--- src/rtl/rvjtag_tap_dmi_gen.sv ---
// JTAG TAP and Debug Transport Module bridging the JTAG pins to a valid/ready
// DMI request channel, with outstanding-access tracking and sticky dmistat.
module rvjtag_tap_dmi_gen #(
    parameter int          AWIDTH      = 7,
    parameter int          IR_WIDTH    = 5,
    parameter logic [31:0] IDCODE_VAL  = 32'h0000_0001,
    parameter logic [3:0]  DTM_VERSION = 4'h1
) (
    input  logic              tck,
    input  logic              trst,
    input  logic              tms,
    input  logic              tdi,
    output logic              tdo,
    output logic              tdo_en,
    input  logic [2:0]        idle_hint,
    output logic              dmi_req_valid,
    input  logic              dmi_req_ready,
    output logic [AWIDTH-1:0] dmi_req_addr,
    output logic [31:0]       dmi_req_data,
    output logic [1:0]        dmi_req_op,
    input  logic              dmi_rsp_valid,
    input  logic [31:0]       dmi_rsp_data,
    input  logic [1:0]        dmi_rsp_status,
    output logic              dmi_reset,
    output logic              dmi_hard_reset
);

    localparam int          DMI_W = AWIDTH + 34;
    localparam int          SR_W  = (DMI_W > IR_WIDTH) ? DMI_W : IR_WIDTH;
    localparam logic [5:0]  ABITS = 6'(AWIDTH);

    typedef enum logic [3:0] {
        TLR, RTI, SEL_DR, CAP_DR, SH_DR, EX1_DR, PAUSE_DR, EX2_DR, UPD_DR,
        SEL_IR, CAP_IR, SH_IR, EX1_IR, PAUSE_IR, EX2_IR, UPD_IR
    } tap_state_t;

    tap_state_t state, state_next;

    logic [IR_WIDTH-1:0] ir, ir_next;
    logic [SR_W-1:0]     sr, sr_next;
    logic [1:0]          sticky, sticky_rsp, sticky_next;
    logic                outstanding, outst_rsp, outstanding_next;
    logic [31:0]         rsp_data_q, rsp_data_rsp, rsp_data_next;
    logic                req_valid_next;
    logic [AWIDTH-1:0]   req_addr_next;
    logic [31:0]         req_data_next;
    logic [1:0]          req_op_next;
    logic                reset_pulse_next, hard_pulse_next;
    logic [1:0]          cap_status;
    logic [31:0]         dtmcs_cap;
    logic                sel_idcode, sel_dtmcs, sel_dmi;
    logic                rsp_accept;
    logic [1:0]          upd_op;

    assign sel_idcode = (ir == IR_WIDTH'(1));
    assign sel_dtmcs  = (ir == IR_WIDTH'(16));
    assign sel_dmi    = (ir == IR_WIDTH'(17));
    assign tdo_en     = (state == SH_DR) || (state == SH_IR);
    assign dtmcs_cap  = {14'b0, 2'b0, 1'b0, idle_hint, sticky, ABITS, DTM_VERSION};
    assign upd_op     = sr[1:0];

    always_comb begin
        state_next = state;
        case (state)
            TLR:      state_next = tms ? TLR    : RTI;
            RTI:      state_next = tms ? SEL_DR : RTI;
            SEL_DR:   state_next = tms ? SEL_IR : CAP_DR;
            CAP_DR:   state_next = tms ? EX1_DR : SH_DR;
            SH_DR:    state_next = tms ? EX1_DR : SH_DR;
            EX1_DR:   state_next = tms ? UPD_DR : PAUSE_DR;
            PAUSE_DR: state_next = tms ? EX2_DR : PAUSE_DR;
            EX2_DR:   state_next = tms ? UPD_DR : SH_DR;
            UPD_DR:   state_next = tms ? SEL_DR : RTI;
            SEL_IR:   state_next = tms ? TLR    : CAP_IR;
            CAP_IR:   state_next = tms ? EX1_IR : SH_IR;
            SH_IR:    state_next = tms ? EX1_IR : SH_IR;
            EX1_IR:   state_next = tms ? UPD_IR : PAUSE_IR;
            PAUSE_IR: state_next = tms ? EX2_IR : PAUSE_IR;
            EX2_IR:   state_next = tms ? UPD_IR : SH_IR;
            UPD_IR:   state_next = tms ? SEL_DR : RTI;
            default:  state_next = TLR;
        endcase
    end

    // An all-zero IR scan is promoted to all-ones so it selects BYPASS.
    always_comb begin
        ir_next = ir;
        if (state == TLR) begin
            ir_next = IR_WIDTH'(1);
        end else if (state == UPD_IR) begin
            ir_next = (sr[IR_WIDTH-1:0] == '0) ? '1 : sr[IR_WIDTH-1:0];
        end
    end

    // Response is applied first; capture and update logic below see its effect.
    always_comb begin
        rsp_accept   = dmi_rsp_valid && outstanding && !dmi_req_valid;
        sticky_rsp   = sticky;
        outst_rsp    = outstanding;
        rsp_data_rsp = rsp_data_q;
        if (rsp_accept) begin
            outst_rsp = 1'b0;
            if (dmi_req_op == 2'd1) begin
                rsp_data_rsp = dmi_rsp_data;
            end
            if ((dmi_rsp_status == 2'd2 || dmi_rsp_status == 2'd3) && sticky == 2'd0) begin
                sticky_rsp = dmi_rsp_status;
            end
        end
    end

    always_comb begin
        cap_status = 2'd0;
        if (sticky_rsp != 2'd0) begin
            cap_status = sticky_rsp;
        end else if (outst_rsp) begin
            cap_status = 2'd3;
        end
    end

    always_comb begin
        sr_next = sr;
        case (state)
            CAP_IR: sr_next = SR_W'(2'b01);
            SH_IR: begin
                sr_next = '0;
                sr_next[IR_WIDTH-1:0] = {tdi, sr[IR_WIDTH-1:1]};
            end
            CAP_DR: begin
                if (sel_idcode) begin
                    sr_next = SR_W'(IDCODE_VAL);
                end else if (sel_dtmcs) begin
                    sr_next = SR_W'(dtmcs_cap);
                end else if (sel_dmi) begin
                    sr_next = SR_W'({rsp_data_rsp, cap_status});
                end else begin
                    sr_next = '0;
                end
            end
            SH_DR: begin
                if (sel_idcode || sel_dtmcs) begin
                    sr_next = '0;
                    sr_next[31:0] = {tdi, sr[31:1]};
                end else if (sel_dmi) begin
                    sr_next = '0;
                    sr_next[DMI_W-1:0] = {tdi, sr[DMI_W-1:1]};
                end else begin
                    sr_next = SR_W'(tdi);
                end
            end
            default: sr_next = sr;
        endcase
    end

    always_comb begin
        sticky_next      = sticky_rsp;
        outstanding_next = outst_rsp;
        rsp_data_next    = rsp_data_rsp;
        req_valid_next   = dmi_req_valid;
        req_addr_next    = dmi_req_addr;
        req_data_next    = dmi_req_data;
        req_op_next      = dmi_req_op;
        reset_pulse_next = 1'b0;
        hard_pulse_next  = 1'b0;

        if (dmi_req_valid && dmi_req_ready) begin
            req_valid_next = 1'b0;
        end

        // Reading status while an access is still in flight marks it busy.
        if (state == CAP_DR && sel_dmi && sticky_rsp == 2'd0 && outst_rsp) begin
            sticky_next = 2'd3;
        end

        if (state == UPD_DR && sel_dmi && sticky_rsp == 2'd0 &&
            (upd_op == 2'd1 || upd_op == 2'd2)) begin
            if (outst_rsp) begin
                sticky_next = 2'd3;
            end else begin
                req_valid_next   = 1'b1;
                req_addr_next    = sr[DMI_W-1:34];
                req_data_next    = sr[33:2];
                req_op_next      = upd_op;
                outstanding_next = 1'b1;
            end
        end

        if (state == UPD_DR && sel_dtmcs) begin
            if (sr[16]) begin
                reset_pulse_next = 1'b1;
                sticky_next      = 2'd0;
            end
            // Hard reset also discards any response arriving this cycle.
            if (sr[17]) begin
                hard_pulse_next  = 1'b1;
                sticky_next      = 2'd0;
                outstanding_next = 1'b0;
                req_valid_next   = 1'b0;
                rsp_data_next    = rsp_data_q;
            end
        end
    end

    always_ff @(posedge tck) begin
        if (trst) begin
            state          <= TLR;
            ir             <= IR_WIDTH'(1);
            sr             <= '0;
            sticky         <= 2'd0;
            outstanding    <= 1'b0;
            rsp_data_q     <= '0;
            dmi_req_valid  <= 1'b0;
            dmi_req_addr   <= '0;
            dmi_req_data   <= '0;
            dmi_req_op     <= 2'd0;
            dmi_reset      <= 1'b0;
            dmi_hard_reset <= 1'b0;
        end else begin
            state          <= state_next;
            ir             <= ir_next;
            sr             <= sr_next;
            sticky         <= sticky_next;
            outstanding    <= outstanding_next;
            rsp_data_q     <= rsp_data_next;
            dmi_req_valid  <= req_valid_next;
            dmi_req_addr   <= req_addr_next;
            dmi_req_data   <= req_data_next;
            dmi_req_op     <= req_op_next;
            dmi_reset      <= reset_pulse_next;
            dmi_hard_reset <= hard_pulse_next;
        end
    end

    // Falling-edge retiming; sr is cleared by reset so tdo follows to 0.
    always_ff @(negedge tck) begin
        tdo <= sr[0];
    end

endmodule

--- config.mk ---
export PLATFORM = sky130hd
export DESIGN_NAME = rvjtag_tap_dmi_gen
export DESIGN_NICKNAME = d
export VERILOG_FILES = /design/src/rtl/rvjtag_tap_dmi_gen.sv
export SDC_FILE = /design/constraint.sdc
export NUM_CORES = 1
export LEC_CHECK = 0
export CAP_MARGIN = 20
export CORE_ASPECT_RATIO = 0.7
export CORE_MARGIN = 4
export CORE_UTILIZATION = 57
export CTS_CLUSTER_SIZE = 16
export DETAILED_ROUTE_END_ITERATION = 16
export DONT_BUFFER_PORTS = 1
export HOLD_SLACK_MARGIN = 0.05
export PLACE_DENSITY_LB_ADDON = 0.12
export SLEW_MARGIN = 0
export SYNTH_ARGS = -nofsm -noshare
export SYNTH_HDL_FRONTEND = slang
export SYNTH_SLANG_ARGS = --single-unit
--- constraint.sdc ---
create_clock -name tck -period 1.6 [get_ports tck]
set_input_delay 0.32 -clock tck [delete_from_list [all_inputs] [get_ports tck]]
set_output_delay 0.32 -clock tck [all_outputs]
set_load 0.01 [all_outputs]
==> results of run 1 <==
## layout by cell type (no fill, tap or decap), types with 5 or more instances in the layout
cell and instances:
nor2_4 5, a21oi_1 52, dfxtp_1 120, a22oi_2 22, o22ai_1 6, a21bo_2 9
buf_16 11, o21ai_2 26, inv_6 6, dfxtp_2 7, o21ai_0 39, a222oi_1 5
a21o_1 34, inv_1 13, nand4_1 43, nor2_1 11, buf_8 6, a21bo_4 19
o21ai_1 11, clkbuf_16 20, nand3_2 15, a22oi_1 10, buf_12 23, a21oi_2 60
buf_4 37, nand2_1 8, nand3_1 49, buf_6 17
## cell type report
cell class,instances,area (um2)
clock inverter,15,170
sequential,130,2620
timing repair buffer,97,1400
clock buffer,18,439
fill,524,1590
multi-input combinational,500,4000
inverter,13,48.8
tap,132,165
## per-stage QoR
stage	worst slack, ns	hold slack (ns)	power (W)	utilization	cell area (um2)
6_report	-0.385	-0.0349	0.00760	0.848	8840
5_1_grt	-0.459	-0.0417	0.00775	0.848	8840
4_1_cts	-0.306	-0.0333	0.00748	0.817	8530
3_5_place_dp	-0.208	0.403	0.00348	0.626	6530
3_3_place_gp	-0.145	0.401	0.00348	0.626	6530
2_1_floorplan	-0.156	0.402	0.00347	-	6200
## cells by family after synthesis
family | count (synthesis) | share of synthesized area
AO/OA/AOI/OAI | 330 | 0.343
flip-flops | 130 | 0.425
XOR/XNOR | 2 | 0.00286
multiplexers | 1 | 0.00184
AND/OR/NAND/NOR | 166 | 0.158
adder cells (fa/ha/maj) | 1 | 0.00204
buffers and inverters | 99 | 0.0676
## path summary, 6_finish.rpt
kind              slack [ns]  depth (start not counted)               to
setup / recovery       -0.38                          5           sr[12]
hold / removal         -0.03                          1         state[3]
setup reg to reg       -0.38                          5           sr[12]
hold reg to reg         0.50                          2  dmi_req_data[1]
## state kept, by name (all words and copies together), names as in the netlist, 2 cells and up
signal,flops
dmi_req_addr,7
ir,5
sticky,2
dmi_req_data,32
sr,41
dmi_req_op,2
state,4
rsp_data_q,32
## power groups by stage
stage	registers (W)	logic (W)	clock network, W
global route	0.00325	0.000253	0.00424
CTS	0.00325	0.000214	0.00401
finish	0.00325	0.000241	0.00411
floorplan	0.00332	0.000143	0.00000782
global placement	0.00332	0.000145	0.00000782
detailed placement	0.00332	0.000147	0.00000782
## routing by layer
| layer | global-route usage | vias up |
|---|---|---|
| met5 | 0 | - |
| met4 | 0.174 | 0 |
| met3 | 0.142 | 143 |
| met2 | 0.596 | 610 |
| met1 | 0.502 | 3259 |
| li1 | - | 2815 |
## cells in the mapped netlist (13+ instances only)
master | number | area [um2]
a21bo_2 | 28 | 280
a21o_1 | 34 | 255
a21oi_1 | 112 | 561
a22oi_1 | 32 | 240
buf_2 | 13 | 65.1
clkbuf_1 | 63 | 236
dfxtp_1 | 130 | 2600
inv_1 | 14 | 52.6
nand3_1 | 66 | 330
nand4_1 | 43 | 269
nor2_1 | 16 | 60.1
o21ai_0 | 80 | 400
## repair_timing
item,in CTS,in global routing
buffers inserted,26,17
pin swaps,136,67
setup endpoints to repair,118,127
resized for setup,150,147
endpoints found under the hold margin,118,118
gates cloned,22,3
==> metrics.md, run 1 <==
| Metric | Value |
|---|---|
| Status | complete, but fails checks |
| Failing checks | hold timing, setup timing |
| Largest net degree at the start of global routing | 124 |
| Area grow syn2layout | 44.4% |
| Max_slew headroom | 0.681 |
| Clock Skew | between 0.02 and 0.025 ns |
| Leakage | 2.81 nW |
| CP max FO | 6 |
| Seq cells post-synth | 130 |
| Logic pwr share | 0.032 |
| Clock share of power | 0.540 |
| Die width | 132 um |
| DR iter-0 viols | 1025 |
| Switching Fraction | 0.243 |
| Post-synth EDFFs | 0 |
| Maximum buffer depth of the clock tree | 2 |
| Post-route non-filler standard cell count | just over 900 |
| Bufs and invs on worst path | 1 |
| Slew @ Worst Pin | between 0.4 and 0.5 ns |
| Synthesized cell area | 6130 um2 |
| Synth unique cells | 60 |
| Synth Instances | 729 |
| Setup Crit Path Kind | flop to flop |
| PortBufs | 0 |
| Worst vdd ir | 0.824 mV |
| Critical R2R Launch | state[3] |
| Syn avg cell area | 8.40 um2 |
| Met1 WL | 9640 um |
| Share of power burned in registers | 0.428 |
| Placed Cells incl. Taps | 827 |
| Die Height | between 90 and 100 um |
| Setup Total Neg Slack | -31.09 ns |
| Worst path arrival time | between 2 and 2.5 ns |
| Crit path max-delay cell type | or4b_4 |
| Achievable Freq | 0.504 GHz |
| Number of failing hold endpoints at the final stage | 3 |
| First-pass GRT wire length | 38100 um |
| Core box area | 10400 um2 |
| CTS tree | built |
| Ports | 89 |
| Cell area power density | 859 nW/um2 |
| Drt via density | about 7.5 |
| RSZ-0062 raised after global routing | yes |
| Fin crit share | 1.24 |
| Clock Latency Late Sink | between 0.4 and 0.5 ns |
| H-tree depth | 4 |
| Number of global-route vias before repair | 6533 |
| Initial core utilization | 0.587 |
| Setup crit start kind | flop |
| GRT Overall Usage | 0.391 |
| Hold WS | -0.0349 ns |
| DR top layer | met4 |
| Total gr overflow | 0 |
| Final Net Count | 804 |
| GPL Wtd Cong | ~0.9 |
| Reg clk slew, reported paths | 0.06 ns |
| Post-DP HPWL | roughly 12000 um |
| Final ANT Viol Nets | 0 |
| Setup violators final | 120 |
| Detailed-route via count | just under 7000 |
| Slew Viols, Final | 0 |
| DRC viols | 0 |
| Routed length per instance | 28.9 um |
| YS warnings | 0 |
| Critical-path cell list | or4b_4 -> o21a_4 -> buf_12 -> a222oi_1 -> a21oi_2 |
| Max Cap Viol | 0 |
| Routed WL | 26100 um |
| Final setup margin | -0.385 ns |
| Drt first pass iters | 6 |
| Total CTS buffers | 17 |
| Seq/Total Area, Yosys | 0.425 |
| DR WL met2 | 11500 um |
| CTS root buffer | clkbuf_16 |
| CP startpoint | state[3] |
| Net switching power | 0.00185 W |
| Top delay family on crit path | compound AO/OA/AOI/OAI gates |
| Hold Crit Class | primary input to flop |
| Min Clock Period, post-route | a little under 2 ns |
| Critical Path RT | around 1.9 ns |
| Endpoint type of the worst setup path | flop |
| Main synth FF type | dfxtp_1 |
| Hold_sp | trst |
| Internal Pwr Total | 0.00575 W |
| Total nets after synthesis | 773 |
| Clock sink count | 130 |
| Asr flop ratio synth | 0 |
| Max incr delay on CP | ~0.58 ns |
| Metal3 WL | 3580 um |
| # diodes | 0 |
| Share of cells above drive strength 1 | 0.432 |
| Initial antenna violation count | 0 |
| Die footprint | 12500 um2 |
| Row count | 31 |
No activity file was read; power rests on OpenSTA's default activity.
==> run 2: changes to the inputs <==
--- a/config.mk
+++ b/config.mk
@@ -5,6 +5,7 @@
 export SDC_FILE = /design/constraint.sdc
 export NUM_CORES = 1
 export LEC_CHECK = 0
+export ABC_AREA = 1
 export CAP_MARGIN = 20
 export CORE_ASPECT_RATIO = 0.7
 export CORE_MARGIN = 4
==> run 2 against run 1 <==
  * The flow finishes with violations (setup timing)
  * Synthesized area is 1.8% lower
  * Design area is 14% lower
  * Sequential share of layout area is 4.6 points higher
  * First-iteration DRC count is 28% lower
  * Clock-buffer cell count is 6 higher
  * Power is 1.4% lower
  * Flip-flop and latch count stayed put
  * Wire length is 30% lower
  * Register-to-register slack better by 0.38 ns
  * Worst hold slack better by 0.12 ns
  * Clock skew is 0.012 ns higher
  * Final cell count is 24% higher
  * Critical path type is now flop to output pin
  * Highest routed layer unchanged
==> metrics.md, run 2 <==
| Metric | Value |
|---|---|
| XOR/XNOR Fraction of Synth Area | 0 (-0.00286) |
| Area grow syn2layout | 26.9% |
| Max reg flops | 41 (unchanged) |
| H-tree depth | 4 (unchanged) |
| CP max FO | 1 (-5) |
| Seq/Total Area, Yosys | 0.433 (+0.00769) |
| Failing checks | setup timing |
| Dominant cell type by area after synthesis | dfxtp_1 |
| Total gr overflow | 0 (unchanged) |
| Cell area power density | 981 nW/um2 (+14%) |
| Dpl ws | -0.169 ns (+0.0390 ns) |
| Clock Skew | 0.0338 ns (+0.0118 ns) |
| Detailed-route via count | 6026 (-12%) |
| Die Height | 94.0 um (-0.82%) |
| Largest cells by area after synthesis | dfxtp_1 43%, nand2_1 22%, inv_1 7.8%, nor2_1 7.2%, nand3_1 4.3% |
| Total nets after synthesis | 982 (+27%) |
| Post-synth EDFFs | 0 (unchanged) |
| Biggest register | sr |
| Clock sink count | 130 (unchanged) |
| Core box area | 10300 um2 (-1.1%) |
| Seq cells post-synth | 130 (unchanged) |
| Placed Cells incl. Taps | 1066 (+29%) |
| YS warnings | 0 (unchanged) |
| Final ANT Viol Nets | 0 (unchanged) |
| Number of failing hold endpoints at the final stage | 0 (-3) |
| Largest family of logic cells by synthesized area | simple AND/OR/NAND/NOR gates |
| M3 GR Usage | 0.0949 (-0.0468) |
| Asr flop ratio synth | 0 (unchanged) |
| Die width | 131 um (-0.84%) |
| Setup violators final | 4 (-97%) |
| Main synth FF type | dfxtp_1 |
| Worst vdd ir | 0.734 mV (-11%) |
| Final cell area excluding filler cells | 7640 um2 (-14%) |
| GRT Overall Usage | 0.280 (-0.111) |
| Worst path arrival time | 1.58 ns (-0.70 ns) |
| Filler cells | 799 (+52%) |
| Syn avg cell area | 6.41 um2 (-24%) |
| Adder-cell share of the synthesized area | 0.00208 (+0.0000370) |
| Initial antenna violation count | 1 (+1) |
| Final setup margin | -0.298 ns (+0.0862 ns) |
| Finished Core Util | 0.740 (-0.107) |
| Synthesized cell area | 6020 um2 (-1.8%) |
| Post-synthesis mux area share | 0 (-0.00184) |
| PortBufs | 0 (unchanged) |
| Max Cap Viol | 0 (unchanged) |
| GR Layer Usage met1 | 0.377 (-0.126) |
| Critical Path RT | 1.28 ns (-0.61 ns) |
| Commonest cells post-synth | 351 x nand2_1, 130 x dfxtp_1, 125 x inv_1 |
| DRC viols | 0 (unchanged) |
| Die footprint | 12300 um2 (-1.6%) |
| Routed WL | 18200 um (-30%) |
| Largest regs | sr (41), dmi_req_data (32), rsp_data_q (32) |
| Ports | 89 (unchanged) |
| Drt via density | 5.39 (-29%) |
| Drt first pass iters | 6 (unchanged) |
| Largest net degree at the start of global routing | 76 (-39%) |
| Final Net Count | 1017 (+26%) |
| Synth unique cells | 33 (-45%) |
| Leakage | 3.75 nW (+33%) |
| Simple-gate area share of the yosys netlist | 0.382 (+0.224) |
| Stages on worst setup path | 0 (-5) |
| Met2 usage | 0.424 (-0.172) |
| GPL Wtd Cong | 0.941 (+3.8%) |
| Placed cell area | 6330 um2 (-3.0%) |
| Status | complete, but fails checks |
| Clock Latency Late Sink | 0.44 ns (about the same) |
| CTS root buffer | clkbuf_16 |
| Max_slew headroom | 0.610 (-0.0719) |
| Total CTS buffers | 17 (unchanged) |
| Routed length per instance | 16.2 um (-44%) |
| Endpoint type of the worst setup path | output pin |
| Post-route non-filler standard cell count | 1119 (+24%) |
| RSZ-0062 raised after global routing | yes |
| Share of Yosys cell area claimed by the top area cell type | 0.433 (+0.00769) |
| Compound-Gate Fraction of Synth Area | 0.0719 (-0.271) |
| Most common cell after layout, fill and taps aside | nand2_1 |
| R2R depth | 9 (+4) |
| Hold WS | 0.0839 ns (+0.119 ns) |
| Number of global-route vias before repair | 5451 (-17%) |
| Row count | 31 (unchanged) |
| Hold Path Stages | 2 (+1) |
| Synth Instances | 938 (+29%) |
| Setup Crit Path Kind | flop to output pin |
| Hold Crit Class | primary input to flop |
| Reg clk slew, reported paths | 0.06 ns (about the same) |
| Slew Viols, Final | 0 (unchanged) |
| Post-DP HPWL | 10900 um (-8.2%) |
| Share of cells above drive strength 1 | 0.173 (-0.259) |
| Most frequent cells in the layout | 341 x nand2_1, 121 x dfxtp_1, 117 x inv_1 |
| Maximum buffer depth of the clock tree | 2 (unchanged) |
| Most frequent cell after synthesis | nand2_1 |
| Setup crit start kind | flop |
| Slew @ Worst Pin | 0.584 ns (+0.106 ns) |
| DR iter-0 viols | 742 (-28%) |
| Initial core utilization | 0.583 (-0.00393) |
| CTS tree | built |
| First-pass GRT wire length | 26700 um (-30%) |
| GRT busiest layer | met2 |
==> run 2: cell count changes after synthesis, moves of 27 or more <==
cell	previous run	this run
o21ai_0	80	41
a21bo_2	28	0
a21oi_1	112	13
nand2_1	10	351
clkbuf_1	63	13
nor2_1	16	115
a21o_1	34	0
a22oi_1	32	0
inv_1	14	125
nand4_1	43	16
==> run 2: per-stage QoR <==
step,power (W),TNS [ns]
2_1_floorplan,0.00342,0
3_3_place_gp,0.00346,-1.92
3_5_place_dp,0.00346,-3.54
4_1_cts,0.00751,-0.325
5_1_grt,0.00771,-3.57
6_report,0.00749,-0.309
==> run 2: cell type report <==
| cell class | instances | area [um2] | area share |
|---|---|---|---|
| Antenna cell | 1 | 2.50 | 0.000328 |
| Clock buffer | 24 | 502 | 0.0657 |
| Clock inverter | 9 | 128 | 0.0167 |
| Inverter | 128 | 490 | 0.0642 |
| Multi-Input combinational cell | 641 | 3030 | 0.396 |
| Sequential cell | 130 | 2620 | 0.343 |
| Tap cell | 132 | 165 | 0.0216 |
| Timing Repair Buffer | 54 | 706 | 0.0924 |
==> run 2: per-layer routing <==
metal | up-vias | wire length (um)
met5 | - | 0
met2 | 291 | 8120
met1 | 2734 | 7720
met3 | 47 | 1840
li1 | 2954 | -
met4 | 0 | 482
==> run 2: where the power goes <==
group | internal, W | total [W] | switching [W]
logic | 0.0000529 | 0.000167 | 0.000114
clock network | 0.00266 | 0.00407 | 0.00141
registers | 0.00324 | 0.00325 | 0.00000862
==> run 2: cells by family after synthesis <==
group | Yosys count
fa+ha+maj | 1
buf+inv | 167
compound gates | 83
flops | 130
simple gates | 557
==> run 2: timing repair <==
item / in CTS / in global routing
endpoints found under the hold margin: 11 / 0
hold buffers: 1 / 0
endpoints found under the setup margin: 78 / 109
gates resized for setup: 25 / 103
pin swaps: 6 / 17
cloned: 3 / 7
setup buffers: 4 / 5
==> run 2: worst paths after layout <==
| kind | start | end | slack [ns] |
|---|---|---|---|
| setup / recovery | tdo | tdo | -0.30 |
| hold / removal | tdi | sr[40] | 0.08 |
| setup reg to reg | sr[0] | dmi_req_data[17] | 0 |
| hold reg to reg | rsp_data_q[9] | rsp_data_q[9] | 0.45 |
==> run 3: changes to the inputs <==
--- a/config.mk
+++ b/config.mk
@@ -13,7 +13,7 @@
 export CTS_CLUSTER_SIZE = 16
 export DETAILED_ROUTE_END_ITERATION = 16
 export DONT_BUFFER_PORTS = 1
-export HOLD_SLACK_MARGIN = 0.05
+export HOLD_SLACK_MARGIN = 0.03
 export PLACE_DENSITY_LB_ADDON = 0.12
 export SLEW_MARGIN = 0
 export SYNTH_ARGS = -nofsm -noshare
==> constraint.sdc (replaced) <==
create_clock -name tck -period 1.6 [get_ports tck]
set_input_delay 0.08 -clock tck [delete_from_list [all_inputs] [get_ports tck]]
set_output_delay 0.08 -clock tck [all_outputs]
set_load 0.01 [all_outputs]
==> run 3 against run 2 <==
  * The flow still finishes with violations (setup timing)
  * Clock power shrank 1%
  * Clock skew is essentially flat
  * Sequential power is essentially flat
  * Final cell count grew 3.3%
  * Largest cell class unchanged
  * Highest routed layer unchanged
==> metrics.md, run 3 (synthesis results as in run 2) <==
| Metric | Value |
|---|---|
| Routed length per instance | 15.7 um (-3.3%) |
| Hold Crit Class | primary input to flop |
| Most frequent cells in the layout | 346 x nand2_1, 121 x dfxtp_1, 120 x inv_1 |
| Biggest register | sr |
| Hold_sp | dmi_rsp_data[22] |
| Maximum buffer depth of the clock tree | 2 (unchanged) |
| Setup crit start kind | flop |
| Number of failing hold endpoints at the final stage | 0 (unchanged) |
| Critical Path RT | 1.52 ns (+0.24 ns) |
| Ports | 89 (unchanged) |
| Post-DP HPWL | 11100 um (+2.0%) |
| RSZ-0062 raised after global routing | yes |
| Worst path arrival time | 1.59 ns (about the same) |
| FF-to-FF End | dmi_req_data[7] |
| Core box area | 10300 um2 (unchanged) |
| Clock sink count | 130 (unchanged) |
| Final Net Count | 1055 (+3.7%) |
| Max reg flops | 41 (unchanged) |
| Hold Path Stages | 4 (+2) |
| Share of cells above drive strength 1 | 0.146 (-0.0269) |
| Final cell area excluding filler cells | 7740 um2 (+1.3%) |
| Max_slew headroom | 0.505 (-0.105) |
| Clock Skew | 0.0335 ns (-0.000316 ns) |
| Status | complete, but fails checks |
| PortBufs | 0 (unchanged) |
| Total gr overflow | 0 (unchanged) |
| Initial core utilization | 0.583 (unchanged) |
| Row count | 31 (unchanged) |
| Filler cells | 767 (-4.0%) |
| R2R depth | 9 (unchanged) |
| Slew @ Worst Pin | 0.740 ns (+0.157 ns) |
| Stages on worst setup path | 0 (unchanged) |
| FF-to-FF setup slack | -0.06 ns (-0.06 ns) |
| # diodes | 0 (-1) |
| Max Cap Viol | 0 (unchanged) |
| CP startpoint | tdo |
| Clock Latency Late Sink | 0.45 ns (about the same) |
| GRT Overall Usage | 0.281 (+0.000924) |
| Pwr Total | 0.00752 W (+0.36%) |
| Detailed-route via count | 6209 (+3.0%) |
| Setup Crit Path Kind | flop to output pin |
| FF+latch area | 2610 um2 (about the same) |
| Die width | 131 um (unchanged) |
| Routed WL | 18200 um (about the same) |
| Number of global-route vias before repair | 5625 (+3.2%) |
| Final ANT Viol Nets | 0 (unchanged) |
| Reg clk slew, reported paths | 0.06 ns (about the same) |
| Setup violators final | 25 (+21) |
| Critical R2R Launch | state[3] |
| CTS root buffer | clkbuf_16 |
| Die Height | 94.0 um (unchanged) |
| Largest regs | sr (41), dmi_req_data (32), rsp_data_q (32) |
| Drt via density | 5.37 (-0.26%) |
| GPL Wtd Cong | 0.903 (-4.0%) |
| Initial antenna violation count | 0 (-1) |
| Multi-input logic area | 2880 um2 (-5.0%) |
| Die footprint | 12300 um2 (unchanged) |
| Area grow syn2layout | 28.6% |
| Fin crit share | 1.04 |
| Cell area power density | 972 nW/um2 (-0.97%) |
| CP max FO | 1 (unchanged) |
| Placed cell area | 6360 um2 (+0.39%) |
| Crit path to | tdo |
| DR iter-0 viols | 670 (-9.7%) |
| DRC viols | 0 (unchanged) |
| Drt first pass iters | 5 (-1) |
| H-tree depth | 4 (unchanged) |
| Achievable Freq | 0.602 GHz |
| Final setup margin | -0.0685 ns (+0.230 ns) |
| Hold WS | 0.0124 ns (-0.0715 ns) |
| Worst vdd ir | 0.884 mV (+20%) |
| Total CTS buffers | 17 (unchanged) |
| Min Clock Period, post-route | 1.67 ns |
| Most common cell after layout, fill and taps aside | nand2_1 |
| CTS tree | built |
| Endpoint type of the worst setup path | output pin |
| Failing checks | setup timing |
| Largest net degree at the start of global routing | 76 (unchanged) |
| First-pass GRT wire length | 27200 um (+1.9%) |
| Leakage | 3.79 nW (+1.0%) |
| Slew Viols, Final | 0 (unchanged) |
[run 3: changes by cell type in the layout (fill, tap and decap cells not counted), moves of 4 or more]
cell | before | now
dlygate4sd3_1 | 1 | 40
nand2_1 | 341 | 346
nand2_4 | 8 | 1
nor2_1 | 86 | 94
nor2_4 | 17 | 8
o21ai_2 | 6 | 2
[run 3: power breakdown]
part	internal [W]	switching (W)
clock network	0.00253	0.00150
logic	0.000110	0.000128
registers	0.00324	0.00000647
[run 3: tightest hold or removal path, cell delays in order]
cell and delay, ns:
nand2_1 0.05, o21ai_1 0.08, nand2_1 0.08, o21ai_1 0.08
[run 3: cell type report]
type,count,share of cell area
Sequential cell,130,0.338
Clock buffer,19,0.0585
Multi-Input combinational cell,641,0.372
Timing Repair Buffer,92,0.126
Inverter,128,0.0634
Clock inverter,14,0.0210
Tap cell,132,0.0213
[run 3: worst min path at each step]
stage,to,slack (ns)
3_3_place_gp,sr[35],0.15
4_1_cts,outstanding,0.03
6_report,rsp_data_q[22],0.01
5_1_grt,rsp_data_q[22],0.05
3_5_place_dp,sr[37],0.16
2_1_floorplan,state[1],0.15
[run 3: per-stage QoR]
step                utilization  setup TNS, ns  worst slack (ns)  instances
global route              0.750          -5.05            -0.164       1156
detailed placement        0.616          -1.08           -0.0526       1071
finish                    0.750         -0.795           -0.0685       1156
global placement          0.616              0            0.0166       1071
floorplan                     -              0            0.0922        938
CTS                       0.717        -0.0903           -0.0665       1142
[run 3: repair_timing]
| action | 4_1_cts | 5_1_grt |
|---|---|---|
| buffers inserted | 0 | 7 |
| pin swaps | 0 | 7 |
| cloned | 0 | 6 |
| hold buffers | 39 | 1 |
| gates resized for setup | 13 | 66 |
| hold endpoints to repair | 61 | 1 |
| setup endpoints to repair | 88 | 119 |
[run 3: routing by layer]
layer / vias up / wire length, um / part of all wire / GRT usage
li1: 3022 / - / - / -
met1: 2798 / 7800 / 0.43 / 0.399
met2: 342 / 8080 / 0.45 / 0.411
met3: 47 / 1830 / 0.10 / 0.0784
met4: 0 / 442 / 0.024 / 0.0959
met5: - / 0 / 0 / 0
